$ cat config.mk
export PLATFORM = sky130hd
export DESIGN_NAME = box_pixel_gen
export DESIGN_NICKNAME = d
export VERILOG_FILES = /design/src/rtl/vga_pkg.sv /design/src/rtl/bounce_axis.sv /design/src/rtl/box_pixel_gen.sv
export SDC_FILE = /design/constraint.sdc
export NUM_CORES = 1
export LEC_CHECK = 0
export ABC_CLOCK_PERIOD_IN_PS = 5600
export CORE_MARGIN = 2
export CORE_UTILIZATION = 60
export CTS_CLUSTER_DIAMETER = 200
export DETAILED_ROUTE_END_ITERATION = 10
export PLACE_DENSITY = 0.88
export SYNTH_ARGS = -nofsm -noshare
export SYNTH_HDL_FRONTEND = slang
export SYNTH_SLANG_ARGS = --single-unit
$ cat constraint.sdc
create_clock -name vgaclk -period 5.6 [get_ports vgaclk]
set_input_delay 1.12 -clock vgaclk [delete_from_list [all_inputs] [get_ports vgaclk]]
set_output_delay 1.12 -clock vgaclk [all_outputs]
set_load 0.02 [all_outputs]
$ cat src/rtl/vga_pkg.sv
// Shared 640x480 timing constants, pixel colour type and the bounce palette.
package vga_pkg;
  localparam int CNT_W     = 10;
  localparam int H_VISIBLE = 640;
  localparam int V_VISIBLE = 480;
  localparam int H_TOTAL   = 800;
  localparam int V_TOTAL   = 525;

  typedef logic [7:0] rgb332_t;

  function automatic rgb332_t palette_color(input logic [2:0] idx);
    case (idx)
      3'd0:    palette_color = 8'hE0;
      3'd1:    palette_color = 8'hFC;
      3'd2:    palette_color = 8'h1C;
      3'd3:    palette_color = 8'h1F;
      3'd4:    palette_color = 8'h03;
      3'd5:    palette_color = 8'hE3;
      3'd6:    palette_color = 8'hFF;
      default: palette_color = 8'h92;
    endcase
  endfunction
endpackage

$ cat src/rtl/bounce_axis.sv
// One axis of box motion: steps SPEED per frame, clamps at 0 / LIM and reverses.
import vga_pkg::*;

module bounce_axis #(
  parameter int LIM   = 608,
  parameter int SPEED = 2,
  parameter int INIT  = 100
) (
  input  logic             vgaclk,
  input  logic             rst,
  input  logic             step,
  output logic [CNT_W:0]   pos,
  output logic             bounce
);
  logic [CNT_W:0] pos_q, pos_d;
  logic           dir_q, dir_d;  // 1 = increasing

  always_comb begin
    pos_d  = pos_q;
    dir_d  = dir_q;
    bounce = 1'b0;
    if (step) begin
      if (dir_q) begin
        if (pos_q + (CNT_W+1)'(SPEED) >= (CNT_W+1)'(LIM)) begin
          pos_d  = (CNT_W+1)'(LIM);
          dir_d  = 1'b0;
          bounce = 1'b1;
        end else begin
          pos_d = pos_q + (CNT_W+1)'(SPEED);
        end
      end else begin
        if (pos_q <= (CNT_W+1)'(SPEED)) begin
          pos_d  = '0;
          dir_d  = 1'b1;
          bounce = 1'b1;
        end else begin
          pos_d = pos_q - (CNT_W+1)'(SPEED);
        end
      end
    end
  end

  always_ff @(posedge vgaclk) begin
    if (!rst) begin
      pos_q <= (CNT_W+1)'(INIT);
      dir_q <= 1'b1;
    end else begin
      pos_q <= pos_d;
      dir_q <= dir_d;
    end
  end

  assign pos = pos_q;
endmodule

$ cat src/rtl/box_pixel_gen.sv
// Bouncing-box pixel source for the vga beam counters; output pixel lags the
// counters by one clock, and the box moves once per frame during vertical blanking.
import vga_pkg::*;

module box_pixel_gen #(
  parameter int      BOX_W    = 32,
  parameter int      BOX_H    = 32,
  parameter int      SPEED    = 2,
  parameter int      INIT_X   = 100,
  parameter int      INIT_Y   = 60,
  parameter rgb332_t BG_COLOR = 8'h02
) (
  input  logic             vgaclk,
  input  logic             rst,
  input  logic [CNT_W-1:0] hc_in,
  input  logic [CNT_W-1:0] vc_in,
  input  logic             pause,
  output logic [2:0]       input_red,
  output logic [2:0]       input_green,
  output logic [1:0]       input_blue,
  output logic             frame_tick
);
  logic [CNT_W:0] pos_x, pos_y;
  logic           bounce_x, bounce_y;
  logic           step;
  logic           frame_tick_q, frame_tick_d;
  logic [2:0]     color_idx_q, color_idx_d;
  rgb332_t        rgb_q, rgb_d;
  logic           visible, in_box;
  logic [CNT_W:0] hc_w, vc_w;

  assign step = frame_tick_q & ~pause;

  bounce_axis #(.LIM(H_VISIBLE - BOX_W), .SPEED(SPEED), .INIT(INIT_X)) u_axis_x (
    .vgaclk(vgaclk), .rst(rst), .step(step), .pos(pos_x), .bounce(bounce_x)
  );

  bounce_axis #(.LIM(V_VISIBLE - BOX_H), .SPEED(SPEED), .INIT(INIT_Y)) u_axis_y (
    .vgaclk(vgaclk), .rst(rst), .step(step), .pos(pos_y), .bounce(bounce_y)
  );

  // Box compare is one bit wider than the counters so pos+BOX_W never wraps.
  assign hc_w    = {1'b0, hc_in};
  assign vc_w    = {1'b0, vc_in};
  assign visible = (hc_in < CNT_W'(H_VISIBLE)) && (vc_in < CNT_W'(V_VISIBLE));
  assign in_box  = (hc_w >= pos_x) && (hc_w < pos_x + (CNT_W+1)'(BOX_W)) &&
                   (vc_w >= pos_y) && (vc_w < pos_y + (CNT_W+1)'(BOX_H));

  always_comb begin
    frame_tick_d = (hc_in == '0) && (vc_in == CNT_W'(V_VISIBLE));
    color_idx_d  = color_idx_q;
    if (step && (bounce_x || bounce_y)) color_idx_d = color_idx_q + 3'd1;
    rgb_d = 8'h00;
    if (visible) rgb_d = in_box ? palette_color(color_idx_q) : BG_COLOR;
  end

  always_ff @(posedge vgaclk) begin
    if (!rst) begin
      frame_tick_q <= 1'b0;
      color_idx_q  <= '0;
      rgb_q        <= '0;
    end else begin
      frame_tick_q <= frame_tick_d;
      color_idx_q  <= color_idx_d;
      rgb_q        <= rgb_d;
    end
  end

  assign input_red   = rgb_q[7:5];
  assign input_green = rgb_q[4:2];
  assign input_blue  = rgb_q[1:0];
  assign frame_tick  = frame_tick_q;
endmodule

Yosys cells after proc, flatten, opt, wreduce, memory -nomap -nowiden
Index checks and enable logic that the tools add are counted. Widths: inputs -> output; s select.

Word-level logic and storage cells: 65. Flip-flop bits (word level): 36.

Order comparisons: 10. Bitwise gates (word level): 2. Muxes and demuxes: 20. Add/subtract/negate cells: 7. Reduce and logical (&&, ||, !) cells: 11. Equality and inequality tests: 7.

Operators by type and width (number): $mux 11 (6); $pmux 8 s7 (1); $add 11x2->11 const B (2); $add 11x6->11 const B (2); $ge 10x11->1 (2); $le 11x2->1 const B (2); $lt 10x11->1 (2); $sub 11x2->11 const B (2); $mux 1 (12); $ge 11x10->1 const B (1); $ge 11x9->1 const B (1); $eq 10x9->1 const B (1); $logic_not 10->1 (1); $lt 10x10->1 const B (1); $lt 10x9->1 const B (1); $eq 3x3->1 const B (3); $eq 3x2->1 const B (2); $logic_and 1x1->1 (6); $add 3x1->3 const B (1); $eq 3x1->1 const B (1); $logic_not 3->1 (1); $reduce_and 3->1 (1); $mux 2 (1); $reduce_and 2->1 (1); 3 further kinds (3).

Longest topological paths before layout
Depth after elaboration: 7. Depth in mapped cells: 10.

Hierarchy
From an unflattened synthesis, not the netlist that was laid out.

Cell total of the unflattened synthesis: 456. Area total of the unflattened synthesis: 3560.9 µm².

Modules (own cells, without submodules): box_pixel_gen (sequential area each 200.2 µm², area an instance 1450.1 µm², instances 1, cells an instance 174); bounce_axis (u_axis_x) (sequential area each 220.2 µm², area an instance 1128.6 µm², instances 1, cells an instance 151); bounce_axis (u_axis_y) (sequential area each 220.2 µm², area an instance 982.2 µm², instances 1, cells an instance 131).

Worst setup path before layout
OpenSTA, ideal clock, no wires.

Kind: input port to flip-flop. Start point: input hc_in[1]. End point: register rgb_q[1]. Required time: 5.485 ns. Path slack: 2.925 ns. Library setup time: 0.115 ns. Stages: 8. Data arrival time: 2.559 ns. Cells stage by stage: ha_1 -> o21ai_0 -> a22oi_1 -> nand3_1 -> a21oi_1 -> a2111oi_2 -> or4_1 -> o21ba_2.

Longest elaborated chain between the ends: 5. Elaborated cells on any way between the ends: 9. Those cells by class: 3 x order compare; 1 x mux; 5 x reduce/logical.

RTL lines: start: declaration (RTL line box_pixel_gen.sv:15) `input logic [CNT_W-1:0] hc_in,`; $ge 10x11->1 / $lt 10x11->1 (equally long branches) (RTL line box_pixel_gen.sv:46) `assign in_box = (hc_w >= pos_x) && (hc_w < pos_x + (CNT_W+1)'(BOX_W)) &&`; $logic_and 1x1->1 (2 in series) (RTL line box_pixel_gen.sv:46); $logic_and 1x1->1 (RTL line box_pixel_gen.sv:47) `(vc_w >= pos_y) && (vc_w < pos_y + (CNT_W+1)'(BOX_H));`; $mux 2 (RTL line box_pixel_gen.sv:54) `if (visible) rgb_d = in_box ? palette_color(color_idx_q) : BG_COLOR;`; end signal: assignment (RTL line box_pixel_gen.sv:65) `rgb_q <= rgb_d;`; end: declaration (RTL line box_pixel_gen.sv:28) `rgb332_t rgb_q, rgb_d;`.

Several ways; a longest one is shown, not always the timed one. A chain may end at the register's enable or synchronous reset.

Final worst setup path
Start point: input hc_in[3]. End point: register rgb_q[4].

Longest elaborated chain between the ends: 5. Elaborated cells on any way between the ends: 8. Those cells by class: 3 x order compare; 5 x reduce/logical.

RTL lines (RTL line): $ge 10x11->1 / $lt 10x11->1 (equally long branches) (box_pixel_gen.sv:46); $logic_and 1x1->1 (2 in series) (box_pixel_gen.sv:46); $logic_and 1x1->1 (box_pixel_gen.sv:47); $reduce_and 3->1 (no source line) (*).

Mark *: on every way between the ends. The rest lies on a longest branch, timed or not.

==> reports/results.tsv <==
stage	metric	value	unit
power_and_ir_drop	leakage	1.36	nW
place	dp_hpwl	6220	um
sta	slew_viol_final	0	
sta	setup_slack	2450	ps
clock_tree	cts-root-buf	clkbuf_8	
power_and_ir_drop	powerDensity	146	nW/um^2
clock_tree	clockBufferDepth	2	
sta	rsz0062_at_grt	no	
place	io_buffers	31	
setup_path	critPathCaptureType	flip-flop	
die	core	5410	sq um
sta	hold_viol	0	
setup_path	r2r_end	rgb_q[4]	
die	die_area	6130	sq um
yosys	yosys.area.top_type_share	0.194	
setup_path	ff2ff_setup_slack	2880	ps
sta	slew_headroom	0.350	
clock_tree	cts_resized	0	
setup_path	worst-path-max-fanout	6	
clock_tree	cts_tree	built	
die	start_util	0.612	
clock_tree	hold_buffers	0	
final_layout	diodes	0	
place	dp_slack	2240	ps
clock_tree	clock_sinks	32	
routing	route.vias.total	3243	
hold_path	hp-start	u_axis_y.pos[9]	
setup_path	cp.arrival	3340	ps
sta	setup_viol	0	
setup_path	path_class	input pin to flip-flop	
flow_run	cap_viol_max_count	0	
clock_tree	clk_latency	300	ps
sta	clock_skew	8.09	ps
sta	tns	0	ps
yosys	synth_flop_cell	dfxtp_1	
yosys	synth.distinct_cells	67	
die	die_w	78.3	um
yosys	ys_async_sr_fraction	0	
routing	first_pass_iters	5	
final_layout	synthToLayoutAreaGrowth	10.2	%
global_route	grt_first_pass_wirelength	13900	um
setup_path	required	5790	ps
die	num_io_pins	32	
routing	viasPerCell	6.40	
global_route	grt_max_degree	25	
yosys	synth_edf_count	0	
yosys	synthCells	419	
sta	period_minus_slack	3150	ps
final_layout	final_cell_mix	44 x ha_1, 37 x nand2_1, 32 x dfxtp_1, 31 x inv_1, 31 x clkdlybuf4s50_1	
final_layout	final_common_cell	ha_1	
sta	tightest_slew	976	ps
sta	period_share	0.562	
clock_tree	cts_buffers	5	
power_and_ir_drop	peakVddDrop	0.120	mV
clock_tree	clkTransAtPathRegs	70	ps
setup_path	start_kind	input pin	
yosys	yosysTopAreaCell	dfxtp_1	
setup_path	rr_worst_depth	9	
yosys	synthTopCellsByArea	dfxtp_1 19%, ha_1 17%, a21oi_1 4.4%	
yosys	synth_area_per_cell	7.90	sq um
die	placementRows	27	
global_route	antenna_found_initial	0	
clock_tree	htree_levels	2	
sta	timing.fmax	0.318	GHz
place	finalWeightedCongestion	0.932	
routing	routed_wirelength	8220	um
die	die_h	78.3	um
global_route	grt_overflow_total	0	
yosys	synth-seq-cells	32	
yosys	yosys_warnings	0	
yosys	yosysSeqAreaShare	0.194	
routing	wl_per_cell	16.2	um
final_layout	drive_gt1_frac	0.0598	
global_route	gr-usage-all-layers	0.278	
hold_path	hold_path_depth	2	
clock_tree	post_cts_buffers	0	
yosys	syn_nets	486	
power_and_ir_drop	power.total	0.534	mW
outcome	run_status	finished clean	
final_layout	nets	501	
global_route	grt_pass1_vias	3099	
final_layout	nFillCells	457	
routing	ant_nets	0	
setup_path	reg2reg_from	u_axis_x.pos[6]	
hold_path	hold_path_class	flip-flop to flip-flop	
routing	drc	0	
routing	drtIter0Drc	172	
yosys	syn-cell-area	3310	sq um
hold_path	hold_end	u_axis_y.pos[9]	
## final cells by class
type | instances | area [sq um] | share of cell area
Multi-Input combinational cell | 331 | 2360 | 0.648
Clock inverter | 3 | 42.5 | 0.0117
Inverter | 31 | 116 | 0.0319
Timing Repair Buffer | 33 | 325 | 0.0892
Clock buffer | 5 | 68.8 | 0.0189
Sequential cell | 32 | 641 | 0.176
Tap cell | 72 | 90.1 | 0.0247
## synthesized netlist by cell type (3+ instances only)
master,n
nor4_1,13
nand4_1,4
or4_1,3
nand3_1,23
o21ai_0,27
nand2_1,37
clkbuf_1,7
o211ai_1,5
o2111ai_1,3
nor3_1,14
clkbuf_8,6
mux2i_1,3
xnor2_1,15
a31oi_1,3
a22oi_1,4
nor2_1,14
a221oi_1,5
buf_4,4
or3_1,7
nand3b_1,4
a21boi_0,7
buf_2,6
ha_1,44
inv_1,31
nor2b_1,7
o31ai_1,4
a21oi_1,29
nand4b_1,3
a21o_1,4
dfxtp_1,32
o221ai_1,3
## power breakdown
| group | leakage [nW] | switching, mW | internal (mW) |
|---|---|---|---|
| Clock | 0.0541 | 0.0962 | 0.132 |
| Combinational | 1.05 | 0.0359 | 0.0371 |
| Sequential | 0.258 | 0.00389 | 0.229 |
## state kept, by name (all words and copies together) (netlist names)
signal	cells
rgb_q	6
u_axis_y.dir_q	1
frame_tick	1
u_axis_y.pos	10
u_axis_x.pos	10
color_idx_q	3
u_axis_x.dir_q	1
## worst max-delay path, cell delays in order
cell and delay, ps:
clkdlybuf4s50_1 420, ha_1 300, o21ai_0 180, a22oi_1 140
nand3b_1 110, a21boi_0 110, o2111ai_1 240, o2111ai_1 330
nor4_1 380
## cell families (layout without fill, tap and decap cells)
| logic type | Yosys count | in the layout | synth area share |
|---|---|---|---|
| AOI/OAI and AO/OA | 122 | 122 | 0.257 |
| xor gates and xnor gates | 16 | 16 | 0.0423 |
| adders and majority gates | 44 | 44 | 0.166 |
| buffers and inverters | 56 | 72 | 0.0923 |
| DFF | 32 | 32 | 0.194 |
| muxes | 3 | 3 | 0.00907 |
| and+or+nand+nor | 146 | 146 | 0.239 |
## worst max path at each step
stage | startpoint | to | slack [ps]
after detailed placement | hc_in[3] | rgb_q[4] | 2240
after floorplan | hc_in[1] | rgb_q[1] | 2930
final | hc_in[3] | rgb_q[4] | 2450
after global routing | vc_in[3] | rgb_q[4] | 2320
after CTS | hc_in[1] | rgb_q[4] | 2520
after global placement | hc_in[1] | rgb_q[1] | 2300
## through the flow
step                std cells   util  instance area (sq um)  hold slack (ps)
floorplan                 419      -                   3310              469
global placement          499  0.654                   3540              493
detailed placement        499  0.654                   3540              498
CTS                       507  0.675                   3650              509
global route              507  0.675                   3650              569
finish                    507  0.675                   3650              507
## per-layer routing
layer	vias to the layer above	routed length, um	share of wire	global-route usage
li1	1600	-	-	-
met1	1488	3380	0.41	0.321
met2	128	4040	0.49	0.501
met3	27	539	0.066	0.0471
met4	0	263	0.032	0.128
met5	-	0	0	0
(Power assumes the default switching activity.)
